**src/rtl/pulse_gen_pkg.sv**
```systemverilog
// rtl/pulse_gen_pkg.sv - shared types and constants for the pulse train generator
package pulse_gen_pkg;

    typedef enum logic {
        ST_IDLE = 1'b0,
        ST_RUN  = 1'b1
    } pg_state_t;

    localparam int DEF_WIDTH   = 8;
    localparam int DEF_BURST_W = 8;
    localparam int BURST_CONT  = 0;

endpackage

```
**src/rtl/period_counter.sv**
```systemverilog
// rtl/period_counter.sv - free-running counter wrapping to zero after reaching limit
module period_counter #(
    parameter int WIDTH = 8
) (
    input  logic             clk,
    input  logic             rst,
    input  logic             clear,
    input  logic             enable,
    input  logic [WIDTH-1:0] limit,
    output logic [WIDTH-1:0] count,
    output logic             wrap
);

    // wrap must not depend on clear: the owner derives clear from wrap
    assign wrap = enable && (count == limit);

    always_ff @(posedge clk or negedge rst) begin
        if (!rst) begin
            count <= '0;
        end else if (clear) begin
            count <= '0;
        end else if (enable) begin
            count <= wrap ? '0 : count + WIDTH'(1);
        end
    end

endmodule

```
**src/rtl/pulse_train_gen.sv**
```systemverilog
// rtl/pulse_train_gen.sv - programmable pulse train with burst count and start/stop control
module pulse_train_gen
    import pulse_gen_pkg::*;
#(
    parameter int WIDTH   = DEF_WIDTH,
    parameter int BURST_W = DEF_BURST_W
) (
    input  logic               clk,
    input  logic               rst,
    input  logic               start,
    input  logic               stop,
    input  logic [WIDTH-1:0]   period,
    input  logic [WIDTH-1:0]   high_len,
    input  logic [BURST_W-1:0] burst_len,
    output logic               pulse,
    output logic               busy,
    output logic               done
);

    pg_state_t          state, state_next;
    logic [WIDTH-1:0]   period_q, high_len_q, count, next_count, next_high;
    logic [BURST_W-1:0] burst_len_q, pcount;
    logic               wrap, go_run, burst_end, burst_mode, last_period, cnt_clear;

    assign burst_mode  = (burst_len_q != BURST_W'(BURST_CONT));
    assign last_period = (pcount == burst_len_q - BURST_W'(1));
    assign busy        = (state == ST_RUN);

    always_ff @(posedge clk or negedge rst) begin
        if (!rst) state <= ST_IDLE;
        else      state <= state_next;
    end

    always_comb begin
        state_next = state;
        go_run     = 1'b0;
        burst_end  = 1'b0;
        case (state)
            ST_IDLE: begin
                if (start && !stop) begin
                    state_next = ST_RUN;
                    go_run     = 1'b1;
                end
            end
            ST_RUN: begin
                if (stop) begin
                    state_next = ST_IDLE;
                end else if (wrap && burst_mode && last_period) begin
                    state_next = ST_IDLE;
                    burst_end  = 1'b1;
                end
            end
            default: state_next = ST_IDLE;
        endcase
    end

    assign cnt_clear = (state == ST_IDLE) || (state_next != ST_RUN);

    period_counter #(.WIDTH(WIDTH)) u_period_counter (
        .clk    (clk),
        .rst    (rst),
        .clear  (cnt_clear),
        .enable (state == ST_RUN),
        .limit  (period_q),
        .count  (count),
        .wrap   (wrap)
    );

    // Shadows reload only at a boundary so a live pulse is never cut short
    always_ff @(posedge clk or negedge rst) begin
        if (!rst) begin
            period_q    <= '0;
            high_len_q  <= '0;
            burst_len_q <= '0;
            pcount      <= '0;
        end else if (go_run) begin
            period_q    <= period;
            high_len_q  <= high_len;
            burst_len_q <= burst_len;
            pcount      <= '0;
        end else if (state == ST_RUN && wrap) begin
            period_q   <= period;
            high_len_q <= high_len;
            if (burst_mode) pcount <= pcount + BURST_W'(1);
        end
    end

    // pulse is registered from the values count and high_len_q take at this edge
    assign next_count = wrap ? '0 : count + WIDTH'(1);
    assign next_high  = wrap ? high_len : high_len_q;

    always_ff @(posedge clk or negedge rst) begin
        if (!rst) begin
            pulse <= 1'b0;
            done  <= 1'b0;
        end else begin
            done <= burst_end;
            if (go_run)
                pulse <= (high_len != '0);
            else if (state == ST_RUN && state_next == ST_RUN)
                pulse <= (next_count < next_high);
            else
                pulse <= 1'b0;
        end
    end

endmodule

```
**config.mk**
```make
export PLATFORM = sky130hd
export DESIGN_NAME = pulse_train_gen
export DESIGN_NICKNAME = d
export VERILOG_FILES = /design/src/rtl/pulse_gen_pkg.sv /design/src/rtl/period_counter.sv /design/src/rtl/pulse_train_gen.sv
export SDC_FILE = /design/constraint.sdc
export NUM_CORES = 1
export LEC_CHECK = 0
export CAP_MARGIN = 20
export CORE_ASPECT_RATIO = 0.6
export CORE_MARGIN = 5
export CORE_UTILIZATION = 43
export DETAILED_ROUTE_END_ITERATION = 12
export PLACE_DENSITY = 0.74
export SLEW_MARGIN = 10
export SYNTH_ARGS = -nofsm -noshare
export SYNTH_HDL_FRONTEND = slang
export SYNTH_SLANG_ARGS = --single-unit
```
**constraint.sdc**
```tcl
create_clock -name clk -period 3.77 [get_ports clk]
set_input_delay 1.131 -clock clk [delete_from_list [all_inputs] [get_ports clk]]
set_output_delay 1.131 -clock clk [all_outputs]
set_load 0.01 [all_outputs]
```
# Word level (Yosys, flattened, before mapping)
# Cells that the tools add are included.
op_classes:
  add_sub_neg: 3
  mul: 0
  n_div: 0
  magnitude_cmp: 1
  n_eq_ne: 2
  shifts: 0
  mux: 21
  bitwise: 2
  n_reduce_logical: 14
ops:
  columns: ["cell", "n"]
  rows:
  - ["two-way mux 8 bit", 11]
  - ["adder 8 x 1 -> 8 bit (second input constant)", 2]
  - ["equality test 8 bit", 2]
  - ["nonzero test 8 bit", 2]
  - ["two-way mux 1 bit", 9]
  - ["< comparator 8 bit", 1]
  - ["subtractor 8 x 1 -> 8 bit (second input constant)", 1]
  - ["logical AND 1 bit", 6]
  - ["nonzero test 2 bit", 3]
  - ["inverter 1 bit", 2]
  - ["one-hot mux 1 bit (2 select lines)", 1]
  - ["AND reduction 2 bit", 1]
  - ["zero test 1 bit", 1]
  - ["logical OR 1 bit", 1]
totals:
  reg_bits: 43
  latch_bits: 0
  ram_bits: 0
  mem_bits_ro: 0
  elab_cells: 51
  mem_count: 0

# Logic depth before layout (Yosys ltp)
# Gate-level depths: netlist of the first run.
logic_depth:
  depth_word: 10
  ltp_mapped: 11
  depth_no_buf: 11

# By module
# From an unflattened synthesis of the first run, not the netlist that was laid out.
hier_totals:
  cells_unflattened: 243
  hier_area_um2: 2626.3
modules_own_cells:
  columns: ["mod", "n_inst", "cells_each", "area_per_inst_um2", "seq_area_each_um2"]
  rows:
  - ["pulse_train_gen", 1, 191, 2093.3, 875.8]
  - ["period_counter", 1, 52, 533.0, 200.2]

# Least setup slack after synthesis of the first run
# No wires, ideal clock.
synth_timing:
  kind: "register -> register"
  start: "register u_period_counter.count[0]"
  end: "register pulse"
  setup_ns: 0.138
  t_arrival_ns: 2.551
  t_required_ns: 3.632
  slack_ns: 1.081
  path_stages_with_launch: 12
  path_buffers: 1
  synth_period_minus_slack_ns: 2.689
  path_cell_list: "dfrtp_1 xor2_1 nor4_4 and3_1 clkbuf_1 nor2_1 ha_1 and4_1 nand4_1 a31o_2 o2111ai_1 o21ai_0"
synth_via:
  elab_chain_cells: 10
  elab_cells_between_ends: 14
  cone_classes: "add/sub: 1; order compare: 1; eq/ne: 1; mux: 7; reduce/logical: 4"
synth_lines:
  columns: ["element", "line", "rtl"]
  rows:
  - ["from (decl)", "period_counter.sv:10", "output logic [WIDTH-1:0] count,"]
  - ["from (signal assigned)", "period_counter.sv:23", "count <= wrap ? '0 : count + WIDTH'(1);"]
  - ["branches (longest 8 deep; another with adder 8 x 1 -> 8 bit)", null, null]
  - ["two-way mux 1 bit *", "pulse_train_gen.sv:100", "else if (state == ST_RUN && state_next == ST_RUN)"]
  - ["two-way mux 1 bit *", "pulse_train_gen.sv:98", "if (go_run)"]
  - ["to (signal assigned)", "pulse_train_gen.sv:99", "pulse <= (high_len != '0);"]
  - ["to (signal assigned)", "pulse_train_gen.sv:101", "pulse <= (next_count < next_high);"]
  - ["to (decl)", "pulse_train_gen.sv:15", "output logic pulse,"]
# Every way passes the cells marked *.
# A chain may end at the register's enable or synchronous reset.

# Final worst setup path of the first run
# Same ends and word-level chain as after synthesis.

==> results of run 1 <==
## how the worst min path moves through the flow
stage | startpoint | to | slack (ns)
after detailed placement | high_len_q[6]$_DFFE_PN0P_ | high_len_q[6]$_DFFE_PN0P_ | 0.49
after floorplan | high_len_q[6]$_DFFE_PN0P_ | high_len_q[6]$_DFFE_PN0P_ | 0.48
after CTS | high_len_q[6]$_DFFE_PN0P_ | high_len_q[6]$_DFFE_PN0P_ | 0.51
final | high_len_q[6]$_DFFE_PN0P_ | high_len_q[6]$_DFFE_PN0P_ | 0.51
after global routing | high_len_q[4]$_DFFE_PN0P_ | high_len_q[4]$_DFFE_PN0P_ | 0.53
after global placement | high_len_q[3]$_DFFE_PN0P_ | high_len_q[3]$_DFFE_PN0P_ | 0.49
## worst reg2reg max path, cell delays in order, from the launching register on
cell and delay, ns:
dfrtp_1 0.47, xor2_1 0.20, nor4_4 0.45, and3_1 0.48, buf_4 0.30, mux2i_1 0.26, ha_1 0.28, a21oi_1 0.16
nor2b_1 0.06, o21ai_0 0.15, o2111ai_1 0.12, o21ai_0 0.17
## placed cells by master (no fill, tap or decap), drive strengths merged, types with 2 or more instances in the layout
| cell type | n |
|---|---|
| ha | 11 |
| clkbuf | 6 |
| nand2 | 8 |
| o31ai | 5 |
| xnor2 | 9 |
| and2 | 2 |
| a21oi | 9 |
| inv | 6 |
| a31oi | 3 |
| and3 | 4 |
| nand3 | 5 |
| nand4 | 3 |
| buf | 5 |
| or2 | 2 |
| clkdlybuf4s50 | 29 |
| nor2b | 4 |
| mux2 | 22 |
| nor2 | 14 |
| nor3b | 2 |
| mux2i | 8 |
| or4 | 7 |
| o21ai | 7 |
| xor2 | 15 |
| nor4 | 2 |
| and4 | 2 |
| dfrtp | 43 |
| nor3 | 10 |
## cell usage after synthesis (3+ instances only)
cell type	instances	area [um^2]
a21oi_1	9	45.04
a31oi_1	3	18.77
and3_1	4	25.02
clkbuf_1	4	15.01
dfrtp_1	43	1076
ha_1	11	137.6
inv_1	6	22.52
mux2_2	22	247.7
mux2i_1	8	80.08
nand2_1	8	30.03
nand3_1	5	25.02
nor2_1	13	48.80
nor2b_1	4	25.02
nor3_1	9	45.04
o21ai_0	7	35.03
o31ai_1	5	37.54
or4_1	7	52.55
xnor2_1	9	78.83
xor2_1	15	131.4
## power breakdown
part | leakage (nW) | internal [mW] | switching, mW
sequential | 0.546 | 0.524 | 0.0545
clock | 0.0412 | 0.130 | 0.157
combinational | 0.617 | 0.146 | 0.129
## layout make-up
cell class / instances / area [um^2]
Timing Repair Buffer: 34 / 337.8
Tap cell: 80 / 100.1
Fill cell: 502 / 2618
Inverter: 6 / 22.52
Multi-Input combinational cell: 166 / 1305
Clock inverter: 2 / 12.51
Clock buffer: 6 / 72.57
Sequential cell: 43 / 1076
## per-layer routing
metal / up-vias / part of all wire / global-route usage
met3: 2 / 0.072 / 0.04053
met1: 896 / 0.54 / 0.2507
met4: 0 / 0.0036 / 0.03349
met2: 54 / 0.38 / 0.2017
met5: - / 0 / 0
li1: 876 / - / -
## registers in the layout (all words and copies together) (netlist names)
name / flops
pcount: 8
done: 1
pulse: 1
busy: 1
u_period_counter.count: 8
high_len_q: 8
burst_len_q: 8
period_q: 8
## kinds of logic after synthesis
logic type,Yosys count
flops,43
fa+ha+maj,11
xor+xnor,24
buf+inv,14
compound gates,32
simple gates,69
mux,30
## per-stage QoR
stage / hold WS [ns] / total power, mW / cells / cell area, um^2 / utilization
global route: 0.5294 / 1.212 / 337 / 2927 / 0.5279
detailed placement: 0.4918 / 0.8598 / 328 / 2821 / 0.5089
finish: 0.5056 / 1.141 / 337 / 2927 / 0.5279
global placement: 0.4866 / 0.8517 / 328 / 2821 / 0.5089
CTS: 0.5108 / 1.151 / 336 / 2907 / 0.5243
floorplan: 0.4786 / 0.7623 / 223 / 2442 / -
==> reports/metrics.cfg, run 1 <==
[synthesis]
synth_area_per_cell_um2=10.95
syn_inst=223
syn_nets=262
synth_top_family_by_area=simple AND/OR/NAND/NOR gates
synth-simple-area-share=0.1701
synth_edf_count=0
ys_ff_latch=43
netlist_area_um2=2442
synth_seq_area_share=0.4406
synthAdderAreaFrac=0.05635
ys.flop_type=dfrtp_1
synth-xor-area-share=0.08607
synth_compound_area_frac=0.08555
synth-async-reset-ratio=1.000
synthMuxAreaShare=0.1342
synth_warnings=0
yosysUniqueCellTypes=44

[worst_setup_path]
cp.buffers_inverters=1
cp_top_family=simple AND/OR/NAND/NOR gates
max_stage_delay_ns=0.48
r2r_slack_ns=0.61
cp_common_cell=o21ai_0
worst_setup_path_end_kind=flip-flop
worstReg2RegStart=u_period_counter.count[0]$_DFFE_PN0P_
critPathArrivalTime_ns=3.37
reg2reg_to=pulse$_DFF_PN0_
crit_start=u_period_counter.count[0]$_DFFE_PN0P_
cpMaxStageDelayCell=and3_1
cp-endpoint=pulse$_DFF_PN0_
path_cells=xor2_1 -> nor4_4 -> and3_1 -> buf_4 -> mux2i_1 -> ha_1 -> a21oi_1 -> nor2b_1 -> o21ai_0 -> o2111ai_1 -> o21ai_0
required_ns=3.98
path_depth=11
crit_type=reg2reg
reg2regPathDepth=11
start_kind=flip-flop
cp_max_fo=13

[place]
dp_hpwl_um=4031
post-place-ws_ns=0.6484
io_buffers=30
place_congestion=0.8945

[timing]
finalHoldViolations=0
layout_setup_ws_ns=0.6145
setup_violations=0
fin_tns_setup_ns=0
rsz0062_at_grt=false
slew_headroom=0.5037
skew_ns=0.006613
period_needed_ns=3.155
period_share=0.8370
fmax_mhz=316.9
finalMaxSlewViolations=0
max_slew.worst_pin.slew_ns=0.7376

[floorplan]
die_h_um=68.38
start_util=0.4405
die_w_um=107.3
coreArea_um2=5544
boundaryPins=31
die_area_um2=7336
rows=21

[global_routing]
globalRouteTotalUtil=0.1559
grt_overflow=0
antenna_found_initial=0
grt_pass1_wl_um=8832
grt_pass1_vias=1753
grt_max_degree=44

[clock_tree]
cts_max_level=2
root_buffer=clkbuf_8
holdBufCountCts=0
clkTransAtPathRegs_ns=0.08
clkLatencyLatePin_ns=0.29
numCtsBuffers=5
cts_tree=yes
post_cts_buffers=0
cts.sinks=43
ctsResizeCount=0
clockBufferDepth=2

[drt]
via_count=1828
drc=0
drt_iter0_drc=103
drt_first_pass_iters=4
routedWlPerCell_um=15.66
wl_um=5279
drtAntennaViolNets=0
viasPerCell=5.424

[finish]
drive_gt1_frac=0.1673
final_nets=295
diodes=0
syn_to_final_growth_pct=19.83

[outcome]
status=completed

[power_and_ir_drop]
powerDensity_nw_per_um2=389.7
power_leakage_nw=1.204
ir_worst_vdd_mv=0.1984

[min_path]
hold_depth=1
min_path_type=reg2reg

[flow_run]
maxCapViolations=0

(Power assumes the default switching activity.)
==> inputs of run 2 (changes only) <==
PLACE_DENSITY = 0.76   (was 0.74)
clock period = 2.75 ns   (was 3.77 ns; I/O delays follow)
==> reports/metrics.cfg, run 2 (synthesis results as in run 1) <==
[clock_tree]
cts_max_level=2  ; unchanged
cts.sinks=43  ; unchanged
cts_tree=yes
root_buffer=clkbuf_8
clockBufferDepth=2  ; unchanged
numCtsBuffers=5  ; unchanged
clkLatencyLatePin_ns=0.30  ; about the same
holdBufCountCts=0  ; unchanged
clkTransAtPathRegs_ns=0.09  ; about the same

[finish]
final_cells=343  ; +1.8%
multi_input_area_um2=1318  ; +0.96%
final_common_cell=dfrtp_1
syn_to_final_growth_pct=23.10
fin_area_um2=3007  ; +2.7%
regArea_um2=1076  ; unchanged
layout_common_cells=dfrtp_1 (43), clkdlybuf4s50_1 (29), mux2_2 (22)
drive_gt1_frac=0.1977  ; +0.03040
fin_util=0.5423  ; +0.01444
diodes=0  ; unchanged
final_nets=302  ; +2.4%
fillers=513  ; +2.2%

[floorplan]
rows=21  ; unchanged
die_h_um=68.38  ; unchanged
start_util=0.4405  ; unchanged
die_w_um=107.3  ; unchanged
die_area_um2=7336  ; unchanged
boundaryPins=31  ; unchanged
coreArea_um2=5544  ; unchanged

[place]
io_buffers=30  ; unchanged
post-place-ws_ns=0.06515  ; -0.5833 ns
place_area_um2=2884  ; +2.2%
place_congestion=0.8879  ; -0.74%
dp_hpwl_um=3915  ; -2.9%
dp_cells=333  ; +1.5%

[outcome]
status=completed

[timing]
period_needed_ns=2.621  ; -0.5347 ns
fmax_mhz=381.6  ; +20%
layout_setup_ws_ns=0.1292  ; -0.4853 ns
period_share=0.9530  ; +0.1160
rsz0062_at_grt=true
hold_slack_ns=0.4750  ; -0.03060 ns
slew_headroom=0.4122  ; -0.09155
fin_tns_setup_ns=0  ; unchanged
setup_violations=0  ; unchanged
max_slew.worst_pin.slew_ns=0.8808  ; +0.1432 ns
finalHoldViolations=0  ; unchanged
finalMaxSlewViolations=0  ; unchanged
skew_ns=0.01018  ; +0.003567 ns

[drt]
routedWlPerCell_um=15.30  ; -2.3%
drtAntennaViolNets=0  ; unchanged
route.met3.wl_um=363  ; -4.7%
drt_first_pass_iters=4  ; unchanged
via_count=1826  ; -0.11%
wl_um=5249  ; -0.57%
drc=0  ; unchanged
routed.top_layer=met4
wl_met1_um=2902  ; +1.7%
met2_length_um=1914  ; -5.4%
viasPerCell=5.324  ; -1.9%
drt_iter0_drc=79  ; -23%

[power_and_ir_drop]
seqPwrFrac=0.495  ; -0.012
p_switching_mw=0.4711  ; +38%
power_mw=1.599  ; +40%
ir_worst_vdd_mv=0.3027  ; +53%
power.internal_mw=1.128  ; +41%
powerDensity_nw_per_um2=532.0  ; +36%
switching_share=0.2946  ; -0.003765
clkPwrFrac=0.258  ; +0.006
combPwrFrac=0.247  ; +0.006
power_leakage_nw=1.250  ; +3.9%

[global_routing]
grt_pass1_wl_um=9170  ; +3.8%
grt_max_degree=44  ; unchanged
grt_pass1_vias=1834  ; +4.6%
grt_overflow=0  ; unchanged
antenna_found_initial=0  ; unchanged
globalRouteTotalUtil=0.1628  ; +0.006842

[worst_setup_path]
critPathArrivalTime_ns=2.78  ; -0.59 ns
reg2regPathDepth=11  ; unchanged
worstReg2RegStart=period_q[0]$_DFFE_PN0P_
cp_max_fo=15  ; +2
crit_type=reg2reg
worst_setup_path_end_kind=flip-flop
required_ns=2.91  ; -1.07 ns
crit_start=period_q[0]$_DFFE_PN0P_
start_kind=flip-flop

[flow_run]
maxCapViolations=0  ; unchanged

[min_path]
min_path_type=in2async

## run 2: cell count changes in the layout (fill, tap and decap cells not counted), sizes merged
cell,before,now
buf,5,12
clkinvlp,1,0
## run 2: power groups by stage
stage | combinational, mW | clock (mW) | sequential [mW]
after floorplan | 0.261 | 0 | 0.784
after global placement | 0.382 | 0 | 0.802
after detailed placement | 0.393 | 0 | 0.803
after CTS | 0.395 | 0.423 | 0.792
after global routing | 0.439 | 0.443 | 0.804
final | 0.394 | 0.413 | 0.792
## run 2: worst paths after layout
kind,end,slack [ns]
max in group asynchronous,busy$_DFF_PN0_,2.05
hold reg to reg,high_len_q[2]$_DFFE_PN0P_,0.51
hold / removal,pcount[6]$_DFFE_PN0P_,0.48
min in group clk,high_len_q[2]$_DFFE_PN0P_,0.51
setup / recovery,pulse$_DFF_PN0_,0.13
setup reg to reg,pulse$_DFF_PN0_,0.13
## run 2: critical path: stages (launching register included)
cell,delay (ns)
dfrtp_1,0.41
xor2_1,0.20
nor4_4,0.31
and3_4,0.25
buf_12,0.14
mux2i_1,0.09
ha_1,0.30
and4_1,0.20
nand4_1,0.11
a31o_2,0.22
o2111ai_1,0.16
o21ai_0,0.09
## run 2: what timing repair did
action / CTS / global route
endpoints found under the setup margin: 0 / 1
resized for setup: 0 / 3
buffers inserted: 0 / 3
## run 2: per-layer routing
layer	vias up	track usage
met4	0	0.04625
met2	50	0.2181
met1	869	0.2507
met3	9	0.04430
li1	898	-
met5	-	0
## run 2: layout make-up
type                    count  area share
well taps                  80     0.03329
inverters                   6    0.007491
clock buffers               6     0.02747
clock inverters             1    0.001665
repair buffers             41      0.1340
flip-flops and latches     43      0.3579
multi-input cells         166      0.4382
==> inputs of run 3 (changes only) <==
MAX_ROUTING_LAYER = met4   (was unset)
==> reports/metrics.cfg, run 3 (synthesis results as in run 1) <==
[floorplan]
rows=21  ; unchanged
start_util=0.4405  ; unchanged
die_h_um=68.38  ; unchanged
boundaryPins=31  ; unchanged
coreArea_um2=5544  ; unchanged
die_area_um2=7336  ; unchanged
die_w_um=107.3  ; unchanged

[clock_tree]
numCtsBuffers=5  ; unchanged
cts_max_level=2  ; unchanged
cts.sinks=43  ; unchanged
clkTransAtPathRegs_ns=0.09  ; about the same
root_buffer=clkbuf_8
clockBufferDepth=2  ; unchanged
cts_tree=yes
clkLatencyLatePin_ns=0.30  ; about the same

[worst_setup_path]
required_ns=2.90  ; about the same
critPathArrivalTime_ns=2.80  ; +0.02 ns
start_kind=flip-flop
worst_setup_path_end_kind=flip-flop
cp_max_fo=7  ; -8
crit_type=reg2reg

[finish]
diodes=0  ; unchanged
final_common_cell=dfrtp_1
final_cells=346  ; +0.87%
syn_to_final_growth_pct=24.39
layout_common_cells=dfrtp_1 (43), clkdlybuf4s50_1 (29), mux2_2 (22)
final_nets=304  ; +0.66%
fin_area_um2=3038  ; +1.0%
fin_util=0.5480  ; +0.005642
fillers=494  ; -3.7%
drive_gt1_frac=0.2143  ; +0.01657

[drt]
drt_first_pass_iters=4  ; unchanged
viasPerCell=5.321  ; about the same
via_count=1841  ; +0.82%
drc=0  ; unchanged
routedWlPerCell_um=16.10  ; +5.2%
drtAntennaViolNets=0  ; unchanged
wl_um=5572  ; +6.2%
drt_iter0_drc=88  ; +11%

[place]
post-place-ws_ns=0.03831  ; -0.02685 ns
place_area_um2=2879  ; -0.17%
place_congestion=0.9140  ; +2.9%
dp_hpwl_um=4111  ; +5.0%
dp_cells=334  ; +0.30%
io_buffers=30  ; unchanged

[global_routing]
met2_usage=0.2251  ; +0.007009
grt_overflow=0  ; unchanged
grt_pass1_vias=1856  ; +1.2%
use_met1=0.2519  ; +0.001169
grt_pass1_wl_um=9177  ; about the same
busiest_layer=met1
use_met3=0.04241  ; -0.001885
globalRouteTotalUtil=0.1666  ; +0.003798
grt_max_degree=21  ; -52%
antenna_found_initial=0  ; unchanged

[timing]
finalMaxSlewViolations=0  ; unchanged
skew_ns=0.01262  ; +0.002437 ns
slew_headroom=0.3898  ; -0.02237
period_share=0.9628  ; +0.009733
fmax_mhz=377.7  ; -1.0%
layout_setup_ws_ns=0.1024  ; -0.02677 ns
fin_tns_setup_ns=0  ; unchanged
hold_slack_ns=0.4395  ; -0.03555 ns
setup_violations=0  ; unchanged
period_needed_ns=2.648  ; +0.02677 ns
finalHoldViolations=0  ; unchanged
max_slew.worst_pin.slew_ns=0.9143  ; +0.03352 ns

[power_and_ir_drop]
power_leakage_nw=1.261  ; +0.89%
powerDensity_nw_per_um2=526.2  ; -1.1%
power_mw=1.599  ; about the same
ir_worst_vdd_mv=0.2851  ; -5.8%

[outcome]
status=completed

[flow_run]
maxCapViolations=0  ; unchanged

[min_path]
min_path_type=in2async

==> run 3: final cells by class <==
| type | count | area (um^2) | area share |
|---|---|---|---|
| Inverter | 6 | 22.52 | 0.007414 |
| Sequential cell | 43 | 1076 | 0.3542 |
| Timing Repair Buffer | 43 | 422.9 | 0.1392 |
| Clock inverter | 2 | 12.51 | 0.004119 |
| Clock buffer | 6 | 72.57 | 0.02389 |
| Multi-Input combinational cell | 166 | 1331 | 0.4382 |
| Tap cell | 80 | 100.1 | 0.03295 |
==> run 3: routing by layer <==
metal	part of all wire	up-vias	wire [um]
met5	0	-	0
met4	0.0038	0	21
met3	0.063	2	349
met2	0.38	55	2140
met1	0.55	896	3062
li1	-	888	-
==> run 3: path summary, 6_finish.rpt <==
kind	endpoint	depth (start not counted)	start	slack [ns]
setup / recovery	pulse$_DFF_PN0_	11	period_q[4]$_DFFE_PN0P_	0.10
max in group asynchronous	burst_len_q[3]$_DFFE_PN0P_	2	rst	1.76
setup reg to reg	pulse$_DFF_PN0_	11	period_q[4]$_DFFE_PN0P_	0.10
hold reg to reg	high_len_q[1]$_DFFE_PN0P_	1	high_len_q[1]$_DFFE_PN0P_	0.51
min in group clk	high_len_q[1]$_DFFE_PN0P_	1	high_len_q[1]$_DFFE_PN0P_	0.51
hold / removal	pcount[5]$_DFFE_PN0P_	1	rst	0.44
==> run 3: timing repair <==
item / CTS / global route
buffers inserted: 0 / 3
gates resized for setup: 1 / 6
pin swaps: 0 / 2
hold buffers: 0 / 0
setup endpoints to repair: 1 / 1
cloned: 0 / 1
==> run 3: critical path, stage by stage (launching register included) <==
cell       delay (ns)
dfrtp_1          0.40
xor2_1           0.19
nor4_4           0.32
and3_4           0.30
buf_12           0.13
mux2i_1          0.07
ha_1             0.29
and4_1           0.22
nand4_1          0.11
a31o_2           0.23
o2111ai_2        0.15
o21ai_1          0.08
==> run 3: power by group <==
part	internal [mW]	leakage (nW)	switching, mW
Clock	0.178	0.0412	0.229
Sequential	0.719	0.546	0.0753
Combinational	0.213	0.674	0.185
Total	1.11	1.26	0.489
